==> src/rtl/sample_to_duty.sv <==
// Sample FIFO feeding the PWM stage: pops one signed sample per PWM period and
// converts it to an N-bit duty magnitude plus direction. Option: SAMPLE_TO_DUTY_HOLD_EN.
module sample_to_duty #(
  parameter int N     = 4,
  parameter int W     = 8,
  parameter int DEPTH = 4
) (
  input  logic                   clk,
  input  logic                   rst,
  input  logic                   ena,
  input  logic [W-1:0]           in_sample,
  input  logic                   in_valid,
  output logic                   in_ready,
  input  logic                   period_start,
  output logic [N-1:0]           duty,
  output logic                   dir,
  output logic                   underrun,
  output logic [$clog2(DEPTH):0] level
);

  localparam int AW = $clog2(DEPTH);
  localparam int LW = AW + 1;

  logic [W-1:0]  mem [DEPTH];
  logic [AW-1:0] wr_ptr;
  logic [AW-1:0] rd_ptr;
  logic          push;
  logic          pop_req;
  logic          pop;
  logic [W-1:0]  head;
  logic [W-2:0]  mag;
  logic          unused_mag;

  assign in_ready = !rst && (level != LW'(DEPTH));
  assign push     = in_valid && in_ready;
  assign pop_req  = period_start && ena;
  assign pop      = pop_req && (level != '0);
  assign head     = mem[rd_ptr];

  // Magnitude from the low W-1 bits; the most negative code wraps to zero and saturates.
  always_comb begin
    mag = '0;
    if (!head[W-1]) begin
      mag = head[W-2:0];
    end else if (head[W-2:0] == '0) begin
      mag = '1;
    end else begin
      mag = ~head[W-2:0] + (W-1)'(1);
    end
  end

  assign unused_mag = ^mag;

  always_ff @(posedge clk) begin
    if (push) begin
      mem[wr_ptr] <= in_sample;
    end
  end

  always_ff @(posedge clk) begin
    if (rst) begin
      wr_ptr   <= '0;
      rd_ptr   <= '0;
      level    <= '0;
      duty     <= '0;
      dir      <= 1'b0;
      underrun <= 1'b0;
    end else begin
      if (push) begin
        wr_ptr <= wr_ptr + AW'(1);
      end
      if (pop) begin
        rd_ptr <= rd_ptr + AW'(1);
      end
      if (push && !pop) begin
        level <= level + LW'(1);
      end else if (pop && !push) begin
        level <= level - LW'(1);
      end

      if (!ena) begin
        duty <= '0;
      end else if (pop) begin
        duty <= mag[W-2 -: N];
        dir  <= head[W-1];
      end else if (pop_req) begin
        underrun <= 1'b1;
`ifndef SAMPLE_TO_DUTY_HOLD_EN
        duty     <= '0;
`endif
      end
    end
  end

endmodule

==> config.mk <==
export PLATFORM = sky130hd
export DESIGN_NAME = sample_to_duty
export DESIGN_NICKNAME = d
export VERILOG_FILES = /design/src/rtl/sample_to_duty.sv
export SDC_FILE = /design/constraint.sdc
export NUM_CORES = 1
export LEC_CHECK = 0
export CORE_ASPECT_RATIO = 2
export CORE_UTILIZATION = 54
export CTS_CLUSTER_DIAMETER = 200
export DETAILED_ROUTE_END_ITERATION = 8
export PLACE_DENSITY = 0.78
export SYNTH_ARGS = -nofsm -noshare
export SYNTH_HDL_FRONTEND = slang
export SYNTH_SLANG_ARGS = --single-unit
==> constraint.sdc <==
create_clock -name clk -period 2.4 [get_ports clk]
set_input_delay 0.24 -clock clk [delete_from_list [all_inputs] [get_ports clk]]
set_output_delay 0.24 -clock clk [all_outputs]
set_load 0.1 [all_outputs]
==> impl_metrics.json <==
{
  "status": "completed",
  "p_seq_frac": 0.475,
  "cts_buffers": 5,
  "avgRoutedWirePerCell_um": 17.6,
  "nFillCells": 251,
  "grt_overflow": 0,
  "tightest_slew_ns": 0.434,
  "die_area_um2": 3780,
  "cts_root_buffer": "clkbuf_8",
  "fin_area_um2": 2270,
  "finalWirelength_um": 3370,
  "rows": 30,
  "hp-class": "flop to flop",
  "drtIter0Drc": 24,
  "intPower_uw": 1390,
  "maxCapViolations": 0,
  "clk_latency_ns": 0.29,
  "clk_pin_slew_ns": 0.08,
  "required_ns": 2.59,
  "p_switching_uw": 755,
  "gp_congestion": 0.730,
  "synthesis.nets": 148,
  "grt_util_all_layers": 0.202,
  "syn-instance-count": 129,
  "antenna_left": 0,
  "hold_viol": 0,
  "ios": 23,
  "fp.dieW_um": 44.0,
  "start_util": 0.563,
  "syn_to_final_growth_pct": 19.4,
  "hpwl_um": 2560,
  "synth_seq_area_share": 0.664,
  "layout_commonest_cell": "edfxtp_1",
  "cp.arrival_ns": 2.39,
  "drc": 0,
  "final_cell_mix": "32 x edfxtp_1, 13 x buf_4, 12 x dfxtp_1, 12 x clkdlybuf4s50_1, 9 x nor2_1",
  "synthDistinctLibCells": 35,
  "vias_per_cell": 5.91,
  "io_buffers": 22,
  "utilization": 0.672,
  "crit_path_max_fanout": 7,
  "maxSlewHeadroom": 0.710,
  "synth_area_um2": 1900,
  "htree_levels": 2,
  "post-route-min-period_ns": 2.20,
  "ff_latch_area_um2": 1270,
  "cts_tree": "yes",
  "drt_pre_antenna_iters": 4,
  "cp-start-kind": "flop",
  "cts.path.max_buffers": 2,
  "postCtsHoldBufs": 0,
  "synth-seq-cells": 47,
  "comb_power_share": 0.319,
  "power.share.switching": 0.352,
  "grt_pass1_wl_um": 5350,
  "preCtsSetupSlack_ns": 0.127,
  "path_class": "flop to flop",
  "postPlaceCellArea_um2": 2190,
  "die_h_um": 85.9,
  "clkPwrFrac": 0.207,
  "fin_skew_ns": 0.00425,
  "period_share": 0.917,
  "ir_drop_v": 0.000648,
  "num_vias": 1128,
  "yosysWarnings": 0,
  "setup_viol": 0,
  "rsz0062_at_grt": "false",
  "fmax_ghz": 0.455,
  "cts_resized": 0,
  "core_area_um2": 3380,
  "drive_gt1_frac": 0.214,
  "first_global_vias": 1163,
  "timing.final.ws_setup_ns": 0.200,
  "powerDensity_nw_per_um2": 946,
  "critPathCaptureType": "flop",
  "cts_sinks": 47,
  "synth_area_per_cell_um2": 14.7,
  "p_leak_uw": 0.000810,
  "finalPower_uw": 2150,
  "nets": 177,
  "cts_setup_buffers": 0,
  "grt_max_degree": 14,
  "drv_slew": 0,
  "grt_antenna_before_repair": 0,
  "antenna_cells": 0,
  "multi_input_area_um2": 622
}
## registers in the layout (all words and copies together) (netlist names), named ones only
register	count
dir	1
rd_ptr	2
level	3
mem	32
underrun	1
wr_ptr	2
duty	4
## worst paths after layout
path / start / to / slack [ns] / depth (start not counted)
max: flop / duty[1] / 0.20 / 4
min: duty[3] / duty[3] / 0.47 / 2
min reg2reg: duty[3] / duty[3] / 0.47 / 2
max reg2reg: flop / duty[1] / 0.20 / 4
## kinds of logic after synthesis
logic type	count (synthesis)	share of synthesized area
XOR/XNOR	5	0.0230
AO/OA/AOI/OAI	16	0.0514
AND/OR/NAND/NOR	38	0.113
flip-flops	47	0.664
multiplexers	8	0.0790
buffers and inverters	9	0.0270
adder cells (fa/ha/maj)	6	0.0435
## worst max-delay path, cell delays in order, from the launching register on
cell and delay, ns:
dfxtp_1 0.56, mux4_1 0.74, nor4_2 0.42, nand2_1 0.11, a32o_1 0.27
## cell usage after synthesis, drive strengths merged
library cell,number,area [um2]
mux4,5,120
o21ai,7,35.0
edfxtp,32,961
nor2,10,37.5
nor3,2,10.0
xnor2,3,26.3
dfxtp,15,300
or2,1,6.26
nand2,7,26.3
or3,2,12.5
nor3b,1,7.51
mux2i,3,30.0
or3b,1,8.76
nand2b,1,6.26
and2,1,6.26
a21oi,4,20.0
fa,1,20.0
inv,5,18.8
xor2,2,17.5
o31ai,1,7.51
buf,1,11.3
nand3b,1,7.51
and3,4,25.0
nor4b,2,17.5
a32o,2,20.0
ha,5,62.6
a31oi,1,6.26
clkbuf,3,21.3
a211o,1,8.76
nand3,1,5.00
nor4,4,37.5
## power groups by stage
stage	logic, uW	clock network, uW	registers (uW)
after CTS	689	454	1020
after floorplan	332	0	1220
final	684	443	1020
after global placement	659	0	1030
after global routing	729	489	1030
after detailed placement	684	0	1040
## metal layers
layer / track usage / part of all wire / routed length, um / vias up
met5: 0 / 0 / 0 / -
met4: 0.121 / 0.030 / 101 / 0
met3: 0.0484 / 0.032 / 107 / 6
met2: 0.353 / 0.57 / 1930 / 25
met1: 0.207 / 0.36 / 1230 / 557
li1: - / - / - / 540
## per-stage QoR
stage	hold slack (ns)	instances	setup TNS (ns)
floorplan	0.339	129	-0.420
global placement	0.436	183	0
detailed placement	0.455	183	0
CTS	0.474	191	0
global route	0.490	191	0
finish	0.469	191	0
## layout make-up
cell class                 count  share of cell area
multi-input combinational     73               0.274
sequential                    47               0.560
clock inverter                 1             0.00221
tap                           32              0.0176
clock buffer                   7              0.0336
timing repair buffer          26               0.105
inverter                       5             0.00827
Note: power is estimated with default switching activity, not from simulation.
